==> config.mk <==
export PLATFORM = sky130hd
export DESIGN_NAME = rgb_led_arbiter
export DESIGN_NICKNAME = d
export VERILOG_FILES = /design/src/rtl/rgb_led_arbiter.sv
export SDC_FILE = /design/constraint.sdc
export NUM_CORES = 1
export LEC_CHECK = 0
export BUFFER_PORTS_ARGS = -buffer_cell sky130_fd_sc_hd__buf_2
export CORE_AREA = 3 3 87 89
export CTS_CLUSTER_SIZE = 14
export DETAILED_ROUTE_END_ITERATION = 16
export DIE_AREA = 0 0 90 92
export PLACE_DENSITY = 0.81
export SLEW_MARGIN = 25
export SYNTH_ARGS = -nofsm -noshare
export SYNTH_HDL_FRONTEND = slang
export SYNTH_SLANG_ARGS = --single-unit
==> constraint.sdc <==
create_clock -name hw_clk -period 4.4 [get_ports hw_clk]
set_input_delay 0.44 -clock hw_clk [delete_from_list [all_inputs] [get_ports hw_clk]]
set_output_delay 0.44 -clock hw_clk [all_outputs]
set_load 0.05 [all_outputs]
==> src/rtl/rgb_led_arbiter.sv <==
// Frame-synchronous RGB LED ownership arbiter with shadowed PWM duties and blink gating.
// Define RGB_ARB_ROUND_ROBIN_EN to select round-robin winners instead of fixed priority.
module rgb_led_arbiter #(
    parameter int N_REQ           = 4,
    parameter int PWM_BITS        = 8,
    parameter int MIN_HOLD_FRAMES = 4,
    parameter int BLINK_FRAMES    = 32
) (
    input  logic                        hw_clk,
    input  logic                        rst,
    input  logic [N_REQ-1:0]            req,
    input  logic [N_REQ-1:0]            blink,
    input  logic [N_REQ*3*PWM_BITS-1:0] color,
    output logic [N_REQ-1:0]            grant,
    output logic                        led_en,
    output logic                        pwm_red,
    output logic                        pwm_green,
    output logic                        pwm_blue
);
    localparam int CW = 3 * PWM_BITS;
    localparam int IW = (N_REQ > 1) ? $clog2(N_REQ) : 1;
    localparam int HW = $clog2(MIN_HOLD_FRAMES + 1);
    localparam int BW = (BLINK_FRAMES > 1) ? $clog2(BLINK_FRAMES) : 1;
    localparam logic [HW-1:0]       HOLD_MIN   = HW'(MIN_HOLD_FRAMES);
    localparam logic [BW-1:0]       BLINK_LAST = BW'(BLINK_FRAMES - 1);
    localparam logic [PWM_BITS-1:0] CNT_MAX    = '1;

    typedef enum logic {
        S_IDLE,
        S_OWN
    } state_t;

    state_t              state_q, state_d;
    logic [PWM_BITS-1:0] cnt_q, cnt_d;
    logic [IW-1:0]       owner_q, owner_d;
    logic [HW-1:0]       hold_q, hold_d;
    logic [PWM_BITS-1:0] duty_r_q, duty_r_d;
    logic [PWM_BITS-1:0] duty_g_q, duty_g_d;
    logic [PWM_BITS-1:0] duty_b_q, duty_b_d;
    logic                blink_q, blink_d;
    logic                phase_on_q, phase_on_d;
    logic [BW-1:0]       bcnt_q, bcnt_d;
    logic [N_REQ-1:0]    grant_q, grant_d;
    logic                led_en_q, led_en_d;
    logic                pwm_r_q, pwm_r_d;
    logic                pwm_g_q, pwm_g_d;
    logic                pwm_b_q, pwm_b_d;

    logic          frame_end;
    logic          own;
    logic          cand_v;
    logic          comp_v;
    logic          pwm_active;
    logic [IW-1:0] cand;
    logic [CW-1:0] col_sel;

    assign frame_end = (cnt_q == CNT_MAX);
    assign own       = (state_q == S_OWN);

    // Candidate is the best active requester other than the current owner.
    always_comb begin
        cand_v = 1'b0;
        cand   = '0;
`ifdef RGB_ARB_ROUND_ROBIN_EN
        for (int i = 0; i < N_REQ; i++) begin
            if (!cand_v && req[i] && (!own || i > int'(owner_q))) begin
                cand_v = 1'b1;
                cand   = IW'(i);
            end
        end
        for (int i = 0; i < N_REQ; i++) begin
            if (!cand_v && req[i] && !(own && i == int'(owner_q))) begin
                cand_v = 1'b1;
                cand   = IW'(i);
            end
        end
        comp_v = cand_v;
`else
        for (int i = 0; i < N_REQ; i++) begin
            if (!cand_v && req[i] && !(own && i == int'(owner_q))) begin
                cand_v = 1'b1;
                cand   = IW'(i);
            end
        end
        comp_v = cand_v && (cand < owner_q);
`endif
    end

    always_comb begin
        state_d = state_q;
        owner_d = owner_q;
        hold_d  = hold_q;
        if (frame_end) begin
            unique case (state_q)
                S_IDLE: begin
                    if (cand_v) begin
                        state_d = S_OWN;
                        owner_d = cand;
                        hold_d  = HW'(1);
                    end
                end
                S_OWN: begin
                    if (!req[owner_q]) begin
                        if (cand_v) begin
                            owner_d = cand;
                            hold_d  = HW'(1);
                        end else begin
                            state_d = S_IDLE;
                            hold_d  = '0;
                        end
                    end else if (hold_q < HOLD_MIN) begin
                        hold_d = hold_q + HW'(1);
                    end else if (comp_v) begin
                        owner_d = cand;
                        hold_d  = HW'(1);
                    end
                end
                default: ;
            endcase
        end
    end

    // Outputs are computed for the upcoming cycle so the registers line up with cnt.
    always_comb begin
        cnt_d      = cnt_q + PWM_BITS'(1);
        duty_r_d   = duty_r_q;
        duty_g_d   = duty_g_q;
        duty_b_d   = duty_b_q;
        blink_d    = blink_q;
        phase_on_d = phase_on_q;
        bcnt_d     = bcnt_q;
        col_sel    = color[int'(owner_d)*CW +: CW];
        if (frame_end) begin
            if (state_d == S_OWN) begin
                duty_r_d = col_sel[CW-1 -: PWM_BITS];
                duty_g_d = col_sel[2*PWM_BITS-1 -: PWM_BITS];
                duty_b_d = col_sel[PWM_BITS-1:0];
                blink_d  = blink[owner_d];
            end else begin
                duty_r_d = '0;
                duty_g_d = '0;
                duty_b_d = '0;
                blink_d  = 1'b0;
            end
            if (bcnt_q == BLINK_LAST) begin
                bcnt_d     = '0;
                phase_on_d = !phase_on_q;
            end else begin
                bcnt_d = bcnt_q + BW'(1);
            end
        end
        pwm_active = (state_d == S_OWN) && !(blink_d && !phase_on_d);
        pwm_r_d    = pwm_active && (cnt_d < duty_r_d);
        pwm_g_d    = pwm_active && (cnt_d < duty_g_d);
        pwm_b_d    = pwm_active && (cnt_d < duty_b_d);
        grant_d    = '0;
        if (state_d == S_OWN) begin
            grant_d[owner_d] = 1'b1;
        end
        led_en_d = (state_d == S_OWN);
    end

    always_ff @(posedge hw_clk) begin
        if (rst) begin
            state_q    <= S_IDLE;
            cnt_q      <= '0;
            owner_q    <= '0;
            hold_q     <= '0;
            duty_r_q   <= '0;
            duty_g_q   <= '0;
            duty_b_q   <= '0;
            blink_q    <= 1'b0;
            phase_on_q <= 1'b1;
            bcnt_q     <= '0;
            grant_q    <= '0;
            led_en_q   <= 1'b0;
            pwm_r_q    <= 1'b0;
            pwm_g_q    <= 1'b0;
            pwm_b_q    <= 1'b0;
        end else begin
            state_q    <= state_d;
            cnt_q      <= cnt_d;
            owner_q    <= owner_d;
            hold_q     <= hold_d;
            duty_r_q   <= duty_r_d;
            duty_g_q   <= duty_g_d;
            duty_b_q   <= duty_b_d;
            blink_q    <= blink_d;
            phase_on_q <= phase_on_d;
            bcnt_q     <= bcnt_d;
            grant_q    <= grant_d;
            led_en_q   <= led_en_d;
            pwm_r_q    <= pwm_r_d;
            pwm_g_q    <= pwm_g_d;
            pwm_b_q    <= pwm_b_d;
        end
    end

    assign grant     = grant_q;
    assign led_en    = led_en_q;
    assign pwm_red   = pwm_r_q;
    assign pwm_green = pwm_g_q;
    assign pwm_blue  = pwm_b_q;

endmodule

After elaboration in Yosys (flattened, before gate mapping)
Cells that the tools add are included.
{ "classes": {"mul": 1, "n_reduce_logical": 31, "muxes": 40, "shift": 1, "n_eq_ne": 7, "bitwise_logic": 2, "n_lt_le_gt_ge": 8, "n_addsub": 3} }
{ "op_table": {"columns": ["operator", "count"], "rows": [
  ["96-bit by 8-bit indexed part select with 24-bit output", 1],
  ["8-bit two-way mux", 6],
  ["8-bit less-than comparator", 3],
  ["1-bit logical AND", 18],
  ["1-bit two-way mux", 16],
  ["2-bit two-way mux", 7],
  ["3-bit two-way mux", 4],
  ["1-bit zero test", 10],
  ["8-bit by 1-bit adder with 8-bit output, second input constant", 1],
  ["8-bit == test, second input constant", 1],
  ["2-bit by 3-bit less-than comparator with 1-bit output, second input constant", 2],
  ["3-bit one-hot mux with 2 select lines", 1],
  ["5-bit by 1-bit adder with 5-bit output, second input constant", 1],
  ["5-bit == test, second input constant", 1],
  ["5-bit two-way mux", 1],
  ["1-bit binary-select mux with 2-bit select", 2],
  ["2-bit == test, first input constant", 2],
  ["2-bit by 2-bit multiplier with 4-bit output, second input constant", 1],
  ["4-bit by 3-bit != test with 1-bit output, second input constant", 1],
  ["2-bit one-hot mux with 2 select lines", 1],
  ["3-bit by 1-bit adder with 3-bit output, second input constant", 1],
  ["3-bit less-than comparator, second input constant", 1],
  ["3-bit AND reduction", 1],
  ["1-bit demux with 2-bit select", 1],
  ["other kinds (8)", 9]
]} }
{ "word_totals": {"output_inout_bits": 8, "elab_cells": 107, "in_bits": 106, "reg_bits": 52} }

Logic depth before layout (Yosys ltp)
{ "depth": {"word_depth": 32, "ltp_mapped": 21, "depth_no_buf": 18} }

Least setup slack after synthesis
Ideal clock, no wire load.
{ "synth_path": {"path_kind": "register to register", "startpoint": "register, netlist name led_en", "endpoint": "register pwm_r_q, in the netlist pwm_red", "slack_ns": 0.064, "path_buffers": 2, "t_required_ns": 4.285, "arrival_time_ns": 4.222, "path_stages_with_launch": 20, "synth_period_minus_slack_ns": 4.336, "setup_ns": 0.115, "path_cell_list": "dfxtp_1 clkbuf_1 a41oi_1 nor2_1 ha_1 inv_1 a21oi_1 a211oi_4 a32o_2 nand3_4 nand2_8 buf_8 mux4_2 a22oi_2 ha_1 a21oi_1 nor2b_1 o21ai_0 o21ai_0 a2111oi_0"} }
{ "synth_lines": {"columns": ["item", "line", "text"], "rows": [
  ["end signal: assignment", "193", "pwm_r_q <= pwm_r_d;"],
  ["end: declaration", "45", "logic pwm_r_q, pwm_r_d;"]
]} }

Final worst setup path
{ "layout_path": {"startpoint": "register owner_q[0]", "endpoint": "register pwm_g_q, in the netlist pwm_green"} }
{ "layout_between": {"elab_chain_cells": 32, "word_cells_on_any_way": 56, "classes_between": "mul (1); order compare (2); eq/ne (3); shift (1); mux (25); reduce/logical (24)"} }
{ "layout_rtl": {"columns": ["item", "line", "text"], "rows": [
  ["start: declaration", "35", "logic [IW-1:0] owner_q, owner_d;"],
  ["start signal: assignment", "183", "owner_q <= owner_d;"],
  ["branches (longest 31 deep; another with 2-bit zero test)", null, null],
  ["1-bit logical AND (*)", "154", "pwm_g_d = pwm_active && (cnt_d < duty_g_d);"],
  ["end signal: assignment", "194", "pwm_g_q <= pwm_g_d;"],
  ["end: declaration", "46", "logic pwm_g_q, pwm_g_d;"]
]} }
Every way passes the cells marked *. The select of a mux whose other input is x is not followed.
A chain may end at the register's enable or synchronous reset.

==> impl_metrics.json <==
{
  "start_kind": "flip-flop",
  "htree_levels": 2,
  "clockBufferDepth": 2,
  "place.detailed.hpwl_um": 6682,
  "syn_area_per_cell_sq_um": 9.740,
  "grt_pass1_vias": 3208,
  "wl_um": 9160,
  "hold_viol": 0,
  "ys.flop_type": "dfxtp_1",
  "final_common_cell": "buf_2",
  "power_leakage_uw": 0.001852,
  "worst-endpoint-required_ns": 4.61,
  "synth_fp_nets": 490,
  "synth.distinct_cells": 60,
  "drt_iter0_drc": 214,
  "syn2layout_area_growth_pct": 25.40,
  "die_area_sq_um": 8280,
  "io_pins": 114,
  "crit_arrival_ns": 4.47,
  "mostFrequentLayoutCells": "buf_2 (113), dfxtp_1 (51), nor2_1 (40)",
  "core_area_sq_um": 6832,
  "outcome": "complete, no violations",
  "grt_pass1_wl_um": 14450,
  "yosysWarnings": 0,
  "clock_latency_ns": 0.31,
  "cts_root_buf": "clkbuf_8",
  "p_per_area_nw_per_um2": 203.0,
  "clkSinkCount": 52,
  "timing.fmax_mhz": 234.5,
  "async_flop_share_pct": 0,
  "pre_cts_ws_ns": -0.1267,
  "min_period_ns": 4.265,
  "fin_tns_setup_ns": 0,
  "worst_pin_slew_ns": 0.8217,
  "grt.total_usage_pct": 20.84,
  "maxSlewViolCount": 0,
  "gp_congestion": 0.8851,
  "die_h_um": 92,
  "ant_nets": 0,
  "synth_seq_cells": 52,
  "antennaDiodeCount": 0,
  "finalCritPeriodShare_pct": 96.92,
  "setup_ws_ns": 0.1355,
  "port-buffer-count": 113,
  "numCtsBuffers": 5,
  "ys_seq_area_share_pct": 29.85,
  "critical_path.max_fanout": 7,
  "fin_skew_ns": 0.008380,
  "dr_total_vias": 3339,
  "gr-total-overflow": 0,
  "slew_headroom_pct": 45.22,
  "layout-drive-gt1-share_pct": 40.42,
  "drv_cap": 0,
  "p_total_uw": 887.7,
  "postCtsHoldBufs": 0,
  "whs_ns": 0.4638,
  "syn-cell-area_sq_um": 3487,
  "start_util_pct": 51.04,
  "post_drt_via_cell_ratio": 5.797,
  "grt_max_degree": 46,
  "final_net_count": 611,
  "firstDrtPassIters": 4,
  "finalSetupViolations": 0,
  "cts_tree": "built",
  "syn-instance-count": 358,
  "synth_edf_count": 0,
  "routedWlPerCell_um": 15.90,
  "drc": 0,
  "die_x_um": 90,
  "endpoint_kind": "flip-flop",
  "holdCritPathClass": "flip-flop to flip-flop",
  "ir_drop_uv": 146.6,
  "clkTransAtPathRegs_ns": 0.10,
  "antenna_found_initial": 0,
  "critical_path_class": "flip-flop to flip-flop",
  "num_rows": 30
}
report_power, final:
group | internal [uW] | switching (uW)
Clock | 114 | 158
Sequential | 472 | 1.84
Combinational | 80.5 | 61.6
Total | 667 | 221
kinds of logic after synthesis:
logic type | after synthesis | share of synthesized area [%]
multiplexers | 24 | 14.93
AO/OA/AOI/OAI | 108 | 23.29
buffers and inverters | 26 | 4.126
flip-flops | 52 | 29.85
AND/OR/NAND/NOR | 116 | 16.97
XOR/XNOR | 6 | 1.507
adder cells (fa/ha/maj) | 26 | 9.329
routing by layer:
| layer | track usage [%] | vias to the layer above | wire length [um] |
|---|---|---|---|
| met5 | 0 | - | 0 |
| met4 | 5.102 | 0 | 108 |
| met3 | 3.445 | 13 | 535 |
| met2 | 38.46 | 103 | 4876 |
| met1 | 25.25 | 1595 | 3639 |
| li1 | - | 1628 | - |
through the flow:
step,cell area (sq um),instances,utilization [%]
after CTS,4247,567,62.16
after global placement,4160,559,60.90
after detailed placement,4160,559,60.90
after floorplan,3487,358,-
after global routing,4373,576,64.01
final,4373,576,64.01
worst max-delay path, cell delays in order, from the launching register on:
cell,delay [ns]
dfxtp_4,0.42
mux2i_2,0.27
a31o_4,0.18
nor2_1,0.04
ha_1,0.27
inv_1,0.05
a211o_1,0.24
a32o_2,0.32
a21o_4,0.30
nand2_8,0.13
buf_4,0.13
mux4_2,0.49
a22oi_2,0.21
ha_1,0.27
nand3_1,0.11
nor2_1,0.07
a221oi_1,0.26
o21ai_0,0.14
a211oi_1,0.25
synth_stat cells (3+ instances only):
library cell,count,area (sq um)
buf_2,3,15.01
and3_1,3,18.77
nor2b_1,8,50.05
inv_1,6,22.52
a22oi_1,4,30.03
a21o_1,7,52.55
nand2_1,23,86.33
ha_1,26,325.3
mux4_2,21,473.0
clkbuf_1,11,41.29
dfxtp_1,52,1041
nand4_1,4,25.02
xor2_1,3,26.28
o21ai_0,20,100.1
a31oi_1,7,43.79
a22oi_2,17,212.7
nor2_1,40,150.1
a311oi_1,3,26.28
a21oi_1,28,140.1
xnor2_1,3,26.28
nand3_1,18,90.09
a221oi_1,3,26.28
area by class of cell:
cell class                      instances  area, sq um
Sequential cell                        52         1045
Timing Repair Buffer                  131        713.2
Inverter                                6        22.52
Tap cell                               96        120.1
Multi-Input combinational cell        283         2387
Clock buffer                            7        76.32
Fill cell                             580         2459
Clock inverter                          1        8.758
timing repair:
item,4_1_cts,5_1_grt
gates resized for setup,1,10
setup buffers,0,6
cloned,0,3
endpoints found under the setup margin,2,3
pin swaps,0,4
worst paths after layout:
kind,start,to,slack [ns],depth (start not counted)
worst max-delay path,owner_q[0],pwm_green,0.14,18
worst min-delay path,duty_g_q[0],duty_g_q[0],0.46,2
worst max register to register,owner_q[0],pwm_green,0.14,18
worst min register to register,duty_g_q[0],duty_g_q[0],0.46,2
flip-flops by register name, indices dropped and copies added (netlist names), 2 cells and up:
register  flops
owner_q       2
duty_b_q      8
cnt_q         8
duty_g_q      8
bcnt_q        5
grant         4
duty_r_q      8
hold_q        3
Power figures use the tool's default switching activity.
